$ cat src/rtl/rf_pkg.sv
// rtl/rf_pkg.sv - shared register-file widths and writeback request type
package rf_pkg;
  localparam int XLEN = 64;
  localparam int NREG = 32;
  localparam int AW   = 5;

  typedef struct packed {
    logic            valid;
    logic [AW-1:0]   addr;
    logic [XLEN-1:0] data;
  } wb_req_t;
endpackage

$ cat src/rtl/rf_wb_arbiter_if.sv
// rtl/rf_wb_arbiter_if.sv - writeback requesters, write port, scoreboard and hazard query bundle
interface rf_wb_arbiter_if;
  import rf_pkg::*;

  logic            req0_valid;
  logic            req0_ready;
  logic [AW-1:0]   req0_addr;
  logic [XLEN-1:0] req0_data;
  logic            req1_valid;
  logic            req1_ready;
  logic [AW-1:0]   req1_addr;
  logic [XLEN-1:0] req1_data;
  logic            wr_enable;
  logic [AW-1:0]   wr_addr;
  logic [XLEN-1:0] wr_data;
  logic            sb_set;
  logic [AW-1:0]   sb_set_addr;
  logic [AW-1:0]   q_addr1;
  logic            q_busy1;
  logic [AW-1:0]   q_addr2;
  logic            q_busy2;
  logic [AW:0]     pending_count;
  logic            sb_err;

  modport master (
    output req0_valid, req0_addr, req0_data,
    output req1_valid, req1_addr, req1_data,
    output sb_set, sb_set_addr, q_addr1, q_addr2,
    input  req0_ready, req1_ready, wr_enable, wr_addr, wr_data,
    input  q_busy1, q_busy2, pending_count, sb_err
  );

  modport slave (
    input  req0_valid, req0_addr, req0_data,
    input  req1_valid, req1_addr, req1_data,
    input  sb_set, sb_set_addr, q_addr1, q_addr2,
    output req0_ready, req1_ready, wr_enable, wr_addr, wr_data,
    output q_busy1, q_busy2, pending_count, sb_err
  );
endinterface

$ cat src/rtl/rf_scoreboard.sv
// rtl/rf_scoreboard.sv - pending-write scoreboard for long-latency destinations
module rf_scoreboard
  import rf_pkg::*;
(
  input  logic          clk,
  input  logic          rst,
  input  logic          set,
  input  logic [AW-1:0] set_addr,
  input  logic          clr,
  input  logic [AW-1:0] clr_addr,
  input  logic          wr_enable,
  input  logic [AW-1:0] wr_addr,
  input  logic [AW-1:0] q_addr1,
  output logic          q_busy1,
  input  logic [AW-1:0] q_addr2,
  output logic          q_busy2,
  output logic [AW:0]   pending_count,
  output logic          sb_err
);
  logic [NREG-1:0] pending;
  logic [NREG-1:0] pend_nxt;
  logic [AW:0]     count_q;
  logic [AW:0]     count_nxt;
  logic            err_q;
  logic            set_ok;
  logic            err_hit;

  assign set_ok  = set && (set_addr != '0);
  assign err_hit = set_ok && pending[set_addr] && !(clr && (clr_addr == set_addr));

  // Set is applied after clear so a reissue in the retiring cycle stays outstanding.
  always_comb begin
    pend_nxt = pending;
    if (clr)
      pend_nxt[clr_addr] = 1'b0;
    if (set_ok)
      pend_nxt[set_addr] = 1'b1;
    count_nxt = '0;
    for (int i = 0; i < NREG; i++)
      count_nxt = count_nxt + {{AW{1'b0}}, pend_nxt[i]};
  end

  always_ff @(posedge clk) begin
    if (rst) begin
      pending <= '0;
      count_q <= '0;
      err_q   <= 1'b0;
    end else begin
      pending <= pend_nxt;
      count_q <= count_nxt;
      if (err_hit)
        err_q <= 1'b1;
    end
  end

  // The in-flight write term covers the cycle between clear and the real RF write.
  assign q_busy1 = !rst && (q_addr1 != '0) &&
                   (pending[q_addr1] || (wr_enable && (wr_addr == q_addr1)));
  assign q_busy2 = !rst && (q_addr2 != '0) &&
                   (pending[q_addr2] || (wr_enable && (wr_addr == q_addr2)));

  assign pending_count = rst ? '0 : count_q;
  assign sb_err        = !rst && err_q;
endmodule

$ cat src/rtl/rf_wb_arbiter.sv
// rtl/rf_wb_arbiter.sv - round-robin arbiter owning the register file write port
module rf_wb_arbiter
  import rf_pkg::*;
(
  input  logic           clk,
  input  logic           rst,
  rf_wb_arbiter_if.slave bus
);
  wb_req_t         r0;
  wb_req_t         r1;
  wb_req_t         win;
  logic            rr;
  logic            grant0;
  logic            grant1;
  logic            fire;
  logic            wr_en_q;
  logic [AW-1:0]   wr_addr_q;
  logic [XLEN-1:0] wr_data_q;

  assign r0 = {bus.req0_valid, bus.req0_addr, bus.req0_data};
  assign r1 = {bus.req1_valid, bus.req1_addr, bus.req1_data};

  always_comb begin
    grant0 = 1'b0;
    grant1 = 1'b0;
    if (!rst) begin
      if (r0.valid && (!r1.valid || !rr))
        grant0 = 1'b1;
      else if (r1.valid)
        grant1 = 1'b1;
    end
  end

  assign bus.req0_ready = grant0;
  assign bus.req1_ready = grant1;
  assign fire           = grant0 || grant1;
  assign win            = grant0 ? r0 : r1;

  always_ff @(posedge clk) begin
    if (rst)
      rr <= 1'b0;
    else if (grant0)
      rr <= 1'b1;
    else if (grant1)
      rr <= 1'b0;
  end

  // x0 writes are acknowledged but never reach the register file.
  always_ff @(posedge clk) begin
    if (rst) begin
      wr_en_q   <= 1'b0;
      wr_addr_q <= '0;
      wr_data_q <= '0;
    end else if (fire && (win.addr != '0)) begin
      wr_en_q   <= 1'b1;
      wr_addr_q <= win.addr;
      wr_data_q <= win.data;
    end else begin
      wr_en_q   <= 1'b0;
    end
  end

  // Gating with rst drops a write that was registered just before reset.
  assign bus.wr_enable = wr_en_q && !rst;
  assign bus.wr_addr   = rst ? '0 : wr_addr_q;
  assign bus.wr_data   = rst ? '0 : wr_data_q;

  rf_scoreboard u_sb (
    .clk           (clk),
    .rst           (rst),
    .set           (bus.sb_set),
    .set_addr      (bus.sb_set_addr),
    .clr           (grant1),
    .clr_addr      (r1.addr),
    .wr_enable     (bus.wr_enable),
    .wr_addr       (bus.wr_addr),
    .q_addr1       (bus.q_addr1),
    .q_busy1       (bus.q_busy1),
    .q_addr2       (bus.q_addr2),
    .q_busy2       (bus.q_busy2),
    .pending_count (bus.pending_count),
    .sb_err        (bus.sb_err)
  );
endmodule

$ cat src/flat_wrapper.sv
// flat-port wrapper written by rule: the top's interface ports become plain ports
module rf_wb_arbiter_flat import rf_pkg::*;
  (clk, rst, bus_req0_valid, bus_req0_addr, bus_req0_data, bus_req1_valid, bus_req1_addr, bus_req1_data, bus_sb_set, bus_sb_set_addr, bus_q_addr1, bus_q_addr2, bus_req0_ready, bus_req1_ready, bus_wr_enable, bus_wr_addr, bus_wr_data, bus_q_busy1, bus_q_busy2, bus_pending_count, bus_sb_err);
  rf_wb_arbiter_if bus_i ();
  input  logic clk;
  input  logic rst;
  input wire logic [$bits(bus_i.req0_valid)-1:0] bus_req0_valid;
  input wire logic [$bits(bus_i.req0_addr)-1:0] bus_req0_addr;
  input wire logic [$bits(bus_i.req0_data)-1:0] bus_req0_data;
  input wire logic [$bits(bus_i.req1_valid)-1:0] bus_req1_valid;
  input wire logic [$bits(bus_i.req1_addr)-1:0] bus_req1_addr;
  input wire logic [$bits(bus_i.req1_data)-1:0] bus_req1_data;
  input wire logic [$bits(bus_i.sb_set)-1:0] bus_sb_set;
  input wire logic [$bits(bus_i.sb_set_addr)-1:0] bus_sb_set_addr;
  input wire logic [$bits(bus_i.q_addr1)-1:0] bus_q_addr1;
  input wire logic [$bits(bus_i.q_addr2)-1:0] bus_q_addr2;
  output wire logic [$bits(bus_i.req0_ready)-1:0] bus_req0_ready;
  output wire logic [$bits(bus_i.req1_ready)-1:0] bus_req1_ready;
  output wire logic [$bits(bus_i.wr_enable)-1:0] bus_wr_enable;
  output wire logic [$bits(bus_i.wr_addr)-1:0] bus_wr_addr;
  output wire logic [$bits(bus_i.wr_data)-1:0] bus_wr_data;
  output wire logic [$bits(bus_i.q_busy1)-1:0] bus_q_busy1;
  output wire logic [$bits(bus_i.q_busy2)-1:0] bus_q_busy2;
  output wire logic [$bits(bus_i.pending_count)-1:0] bus_pending_count;
  output wire logic [$bits(bus_i.sb_err)-1:0] bus_sb_err;
  assign bus_i.req0_valid = bus_req0_valid;
  assign bus_i.req0_addr = bus_req0_addr;
  assign bus_i.req0_data = bus_req0_data;
  assign bus_i.req1_valid = bus_req1_valid;
  assign bus_i.req1_addr = bus_req1_addr;
  assign bus_i.req1_data = bus_req1_data;
  assign bus_i.sb_set = bus_sb_set;
  assign bus_i.sb_set_addr = bus_sb_set_addr;
  assign bus_i.q_addr1 = bus_q_addr1;
  assign bus_i.q_addr2 = bus_q_addr2;
  assign bus_req0_ready = bus_i.req0_ready;
  assign bus_req1_ready = bus_i.req1_ready;
  assign bus_wr_enable = bus_i.wr_enable;
  assign bus_wr_addr = bus_i.wr_addr;
  assign bus_wr_data = bus_i.wr_data;
  assign bus_q_busy1 = bus_i.q_busy1;
  assign bus_q_busy2 = bus_i.q_busy2;
  assign bus_pending_count = bus_i.pending_count;
  assign bus_sb_err = bus_i.sb_err;
  rf_wb_arbiter u_core (.clk(clk), .rst(rst), .bus(bus_i));
endmodule
$ cat config.mk
export PLATFORM = sky130hd
export DESIGN_NAME = rf_wb_arbiter_flat
export DESIGN_NICKNAME = d
export VERILOG_FILES = /design/src/rtl/rf_pkg.sv /design/src/rtl/rf_wb_arbiter_if.sv /design/src/rtl/rf_scoreboard.sv /design/src/rtl/rf_wb_arbiter.sv /design/src/flat_wrapper.sv
export SDC_FILE = /design/constraint.sdc
export NUM_CORES = 1
export LEC_CHECK = 0
export ABC_AREA = 1
export CAP_MARGIN = 40
export CORE_MARGIN = 2
export CORE_UTILIZATION = 40
export CTS_CLUSTER_SIZE = 30
export DETAILED_ROUTE_END_ITERATION = 7
export GPL_ROUTABILITY_DRIVEN = 1
export PLACE_DENSITY = 0.81
export SETUP_SLACK_MARGIN = 0.5
export SLEW_MARGIN = 5
export SYNTH_ARGS = -nofsm -noshare
export SYNTH_HDL_FRONTEND = slang
export SYNTH_SLANG_ARGS = --single-unit
$ cat constraint.sdc
create_clock -name clk -period 5.6 [get_ports clk]
set_input_delay 0.56 -clock clk [delete_from_list [all_inputs] [get_ports clk]]
set_output_delay 0.56 -clock clk [all_outputs]
set_load 0.05 [all_outputs]
=== Yosys cells after proc, flatten, opt, wreduce, memory -nomap -nowiden ===
Cells that the tools add are included.
Widths: inputs -> output; s select.

* Flip-flop bits (word level): 110
* Bits of input ports: 158
* Logic and storage cells: 103

* Add/sub/neg operators: 31
* Order comparisons: 6
* Equality and inequality tests: 3
* Muxes and demuxes: 24
* Bitwise gates (word level): 3
* Reductions and logical operators: 29

{| class="wikitable"
|+ Operator list
! kind !! count
|-
| $add 6x1->6 || 26
|-
| $mux 69 || 1
|-
| $mux 32 || 2
|-
| $mux 64 || 1
|-
| $and 32x32->32 || 1
|-
| $not 32->32 || 1
|-
| $or 32x32->32 || 1
|-
| $lt 5x6->1 const B || 4
|-
| $reduce_bool 5->1 || 4
|-
| $logic_and 1x1->1 || 16
|-
| $bmux 1 s5 || 3
|-
| $eq 5x5->1 || 3
|-
| $mux 1 || 13
|-
| $demux 1 s5 || 2
|-
| $ge 5x1->1 const B || 2
|-
| $add 5x1->6 || 1
|-
| $mux 6 || 1
|-
| $add 4x1->5 || 1
|-
| $mux 5 || 1
|-
| $add 3x1->4 || 1
|-
| $logic_not 1->1 || 4
|-
| $logic_or 1x1->1 || 4
|-
| $add 2x1->3 || 1
|-
| $add 1x1->2 || 1
|-
| $reduce_bool 2->1 || 1
|}

=== Longest topological paths before layout ===
* Depth after elaboration: 40
* Depth in mapped cells: 26

=== Cells and area by module ===
A second synthesis with hierarchy kept.

* Cells, all modules: 1398
* Area total of the unflattened synthesis: 8032.7 sq um

{| class="wikitable"
|+ Modules (own cells, without submodules)
! module !! times used !! cells each !! area each (sq um) !! seq. area each (sq um)
|-
| rf_wb_arbiter || 1 || 840 || 4496.8 || 1421.4
|-
| rf_scoreboard || 1 || 558 || 3535.9 || 780.7
|}

=== Worst setup path after synthesis ===
Ideal clock, no wire load.

* Path type: input-to-reg
* Start point: input port rst
* End point: register u_core.u_sb.count_q[4]
* Arrival time: 5.753 ns
* Required time: 5.480 ns
* Path slack: -0.273 ns
* Stages on the path: 23
* Path buffers: 2
* Cell sequence: buf_2 -> inv_4 -> nand2_1 -> a21oi_2 -> buf_2 -> nand4_1 -> o21ai_0 -> nand2_1 -> fa_1 -> fa_1 -> inv_1 -> fa_1 -> fa_1 -> fa_1 -> inv_1 -> fa_1 -> ha_1 -> inv_1 -> fa_1 -> o21ai_0 -> a21oi_1 -> o21ai_0 -> a21oi_1

{| class="wikitable"
|+ RTL lines
! element !! line !! text
|-
| from (decl) || flat_wrapper.sv:6 || <nowiki>input logic rst;</nowiki>
|-
| $mux 1 * || rf_wb_arbiter.sv:26 || <nowiki>if (!rst) begin</nowiki>
|-
| named net bus_req1_ready || flat_wrapper.sv:18 || <nowiki>output wire logic [$bits(bus_i.req1_ready)-1:0] bus_req1_ready;</nowiki>
|-
| $mux 32 * || rf_scoreboard.sv:34 || <nowiki>if (clr)</nowiki>
|-
| $or 32x32->32 (no source line) || n/a ||
|-
| $mux 32 * || rf_scoreboard.sv:36 || <nowiki>if (set_ok)</nowiki>
|-
| named net u_core.u_sb.pend_nxt[13] || rf_scoreboard.sv:21 || <nowiki>logic [NREG-1:0] pend_nxt;</nowiki>
|-
| $add 6x1->6 * (19 in series) || rf_scoreboard.sv:40 || <nowiki>count_nxt = count_nxt + {{AW{1'b0}}, pend_nxt[i]};</nowiki>
|-
| to (signal assigned) || rf_scoreboard.sv:50 || <nowiki>count_q <= count_nxt;</nowiki>
|-
| to (decl) || rf_scoreboard.sv:22 || <nowiki>logic [AW:0] count_q;</nowiki>
|}

The timed path passes the listed nets; every way through them passes the cells marked *.
A chain may end at the register's enable or synchronous reset.

=== Final worst setup path ===
* Start point: input port rst
* End point: register u_core.u_sb.count_q[4]

* Word-level cells in the longest chain between the ends: 35

{| class="wikitable"
|+ Ends and longest elaborated chain
! element !! line
|-
| $mux 1 || rf_wb_arbiter.sv:26
|-
| $mux 32 || rf_scoreboard.sv:34
|-
| $or 32x32->32 (no source line) || n/a
|-
| $mux 32 || rf_scoreboard.sv:36
|-
| $add 1x1->2 || rf_scoreboard.sv:40
|-
| $add 2x1->3 || rf_scoreboard.sv:40
|-
| $add 3x1->4 || rf_scoreboard.sv:40
|-
| $add 4x1->5 || rf_scoreboard.sv:40
|-
| $add 5x1->6 || rf_scoreboard.sv:40
|-
| $add 6x1->6 (26 in series) || rf_scoreboard.sv:40
|}

Several ways; a longest one is shown, not always the timed one.

==> out/metrics.cfg <==
[finish]
final_util=0.614
drive_gt1_frac=0.130
fin_area_mm2=0.0120
diodes=0
layout_common_cells=nand2_1 (576), inv_1 (277), clkdlybuf4s50_1 (223)
layout_commonest_cell=nand2_1
num-fill-cells=1877
nets=1914
syn2layout_area_growth_pct=49.6

[timing]
finalHoldViolations=0
rsz0062_at_grt=true
relSlewSlack=0.505
postLayoutSetupSlackWorst_ps=310
max_freq_mhz=189
fin_worst_hold_slack_ps=477
skew_ps=11.7
timing.final.crit_share=0.945
min_period_ps=5290
setup_violations=0
slew_violations=0
worstMarginPinSlew_ps=742

[placement]
dp_hpwl_um=22000
dp_slack_ps=-589
numPortBuffers=238
routabilityCongestion=0.963
place_area_mm2=0.0112

[clock_network]
clkTransAtPathRegs_ps=80
cts_made_buffers=9
max-clock-path-buffers=2
htreeDepth=3
clock-sinks=110
clk_latency_ps=360
cts_root_buffer=clkbuf_16
tritoncts=done

[yosys]
syn_avg_cell_area_um2=5.65
synthFlopType=dfxtp_1
synthCells=1424
synthesis.nets=1613
synthArstFlopShare=0
ys_ff_latch=110
yosysSeqAreaShare=0.274
synth_warnings=0
ys_types=30
synthesis.area_mm2=0.00805
synth_edf_count=0

[critical_path]
crit_path_end=u_core.u_sb.count_q[4]$_SDFF_PP0_
reg2regPathDepth=20
worstPathArrival_ps=5550
worstReg2RegStart=u_core.rr$_SDFFE_PP0P_
slowest_delay_ps=600
cpMaxStageDelayCell=fa_2
crit_path_start=rst
crit_top_cell=fa_1
crit_type=input port to register
reg2reg_slack_ps=330
r2r-end=u_core.u_sb.count_q[4]$_SDFF_PP0_
path_cells=buf_4 -> inv_8 -> nand2_4 -> a21oi_4 -> buf_6 -> buf_6 -> nand4_1 -> a22oi_2 -> fa_1 -> fa_2 -> fa_2 -> fa_1 -> fa_1 -> inv_1 -> fa_1 -> ha_2 -> inv_2 -> fa_2 -> o21ai_1 -> a21oi_1 -> o21ai_1 -> a21oi_1
cp-start-kind=input port
critPathCaptureType=register
crit_fanout=6
crit_required_ps=5860

[power]
p_per_area_mw_per_mm2=211
ir_worst_vdd_v=0.000146
power_mw=2.54
p_leak_nw=6.81

[status]
status=finished clean

[floorplanning]
fp.coreArea_mm2=0.0196
rows=51
fp.dieW_um=146
initial_core_util=0.411
dieArea_mm2=0.0213
ioPinCount=239
die_h_um=146

[global_routing]
grt_pass1_wl_um=45300
grt_pass1_vias=8961
grt_max_degree=69
gr-usage-all-layers=0.264
grt_antenna_before_repair=0
grt_overflow_total=0

[detailed_routing]
wl_per_cell_um=14.3
via_count=9362
ant_nets=0
route.detailed.drc=0
drt_iter0_drc=576
via_per_inst=4.69
first_pass_iters=5
wl_um=28500

[hold_path]
hold_class=register to register

[job]
maxCapViolCount=0

-- logic make-up after synthesis --
family,count (synthesis),synth area share
AND/OR/NAND/NOR,818,0.408
buffers and inverters,365,0.175
flip-flops,110,0.274
AO/OA/AOI/OAI,92,0.0636
adder cells (fa/ha/maj),31,0.0706
XOR/XNOR,8,0.00871
-- cell usage after synthesis, types with 3 or more instances --
| cell type | instances | area, um^2 |
|---|---|---|
| a22oi_1 | 6 | 45.0 |
| o21ai_0 | 36 | 180 |
| nor3_1 | 8 | 40.0 |
| xnor2_1 | 3 | 26.3 |
| inv_1 | 294 | 1100 |
| a21oi_1 | 34 | 170 |
| buf_2 | 24 | 120 |
| nand3_1 | 138 | 691 |
| nor2_1 | 77 | 289 |
| nand4_1 | 6 | 37.5 |
| dfxtp_1 | 110 | 2200 |
| o21a_1 | 4 | 30.0 |
| ha_1 | 7 | 87.6 |
| xor2_1 | 5 | 43.8 |
| clkinv_1 | 4 | 15.0 |
| fa_1 | 24 | 480 |
| buf_1 | 7 | 26.3 |
| o22ai_1 | 3 | 18.8 |
| nand2_1 | 587 | 2200 |
| clkbuf_1 | 33 | 124 |
| a21boi_0 | 3 | 22.5 |
-- worst min path at each step --
| stage | depth (start not counted) | startpoint | endpoint |
|---|---|---|---|
| floorplan | 2 | u_core.u_sb.err_q$_SDFFE_PP0P_ | u_core.u_sb.err_q$_SDFFE_PP0P_ |
| global placement | 2 | u_core.u_sb.err_q$_SDFFE_PP0P_ | u_core.u_sb.err_q$_SDFFE_PP0P_ |
| detailed placement | 2 | u_core.u_sb.err_q$_SDFFE_PP0P_ | u_core.u_sb.err_q$_SDFFE_PP0P_ |
| CTS | 2 | u_core.u_sb.err_q$_SDFFE_PP0P_ | u_core.u_sb.err_q$_SDFFE_PP0P_ |
| global route | 2 | u_core.u_sb.err_q$_SDFFE_PP0P_ | u_core.u_sb.err_q$_SDFFE_PP0P_ |
| finish | 2 | u_core.u_sb.err_q$_SDFFE_PP0P_ | u_core.u_sb.err_q$_SDFFE_PP0P_ |
-- critical path, delay by kind of cell --
kind	cells	cell delay, ps
adders and majority gates	8	3520
AOI/OAI and AO/OA	6	780
buffers and inverters	6	530
and+or+nand+nor	2	160
-- per-layer routing --
| metal | vias up | part of all wire | GRT usage |
|---|---|---|---|
| met5 | - | 0 | 0 |
| met4 | 0 | 0.045 | 0.122 |
| met3 | 83 | 0.063 | 0.0555 |
| met2 | 317 | 0.49 | 0.458 |
| met1 | 4147 | 0.40 | 0.313 |
| li1 | 4815 | - | - |
-- registers in the layout, indices dropped and copies added (netlist names) --
name and flops:
u_core.wr_en_q 1, u_core.wr_data_q 64, u_core.u_sb.pending 32, u_core.u_sb.err_q 1, u_core.rr 1, u_core.u_sb.count_q 6, u_core.wr_addr_q 5
-- through the flow --
stage | cells | setup TNS, ps
floorplan | 1424 | 0
global placement | 1943 | -2030
detailed placement | 1943 | -2420
CTS | 1987 | 0
global route | 1995 | 0
finish | 1995 | 0
-- area by class of cell --
type	instances	area (um^2)	share of cell area
flip-flops and latches	110	2200	0.183
clock buffers	9	225	0.0187
repair buffers	356	3280	0.273
inverters	299	1130	0.0942
multi-input cells	949	4760	0.396
well taps	265	332	0.0276
clock inverters	7	100	0.00832
-- power by group --
group | internal, mW | switching, mW
Sequential | 0.868 | 0.0256
Clock | 0.363 | 0.338
Combinational | 0.373 | 0.576
-- what timing repair did --
item                                    CTS  global route
pin swaps                                27            25
hold endpoints to repair                  0             0
hold buffers                              0             0
endpoints found under the setup margin    6             5
resized for setup                       106            31
setup buffers                            28             8
Note: power is estimated with default switching activity, not from simulation.
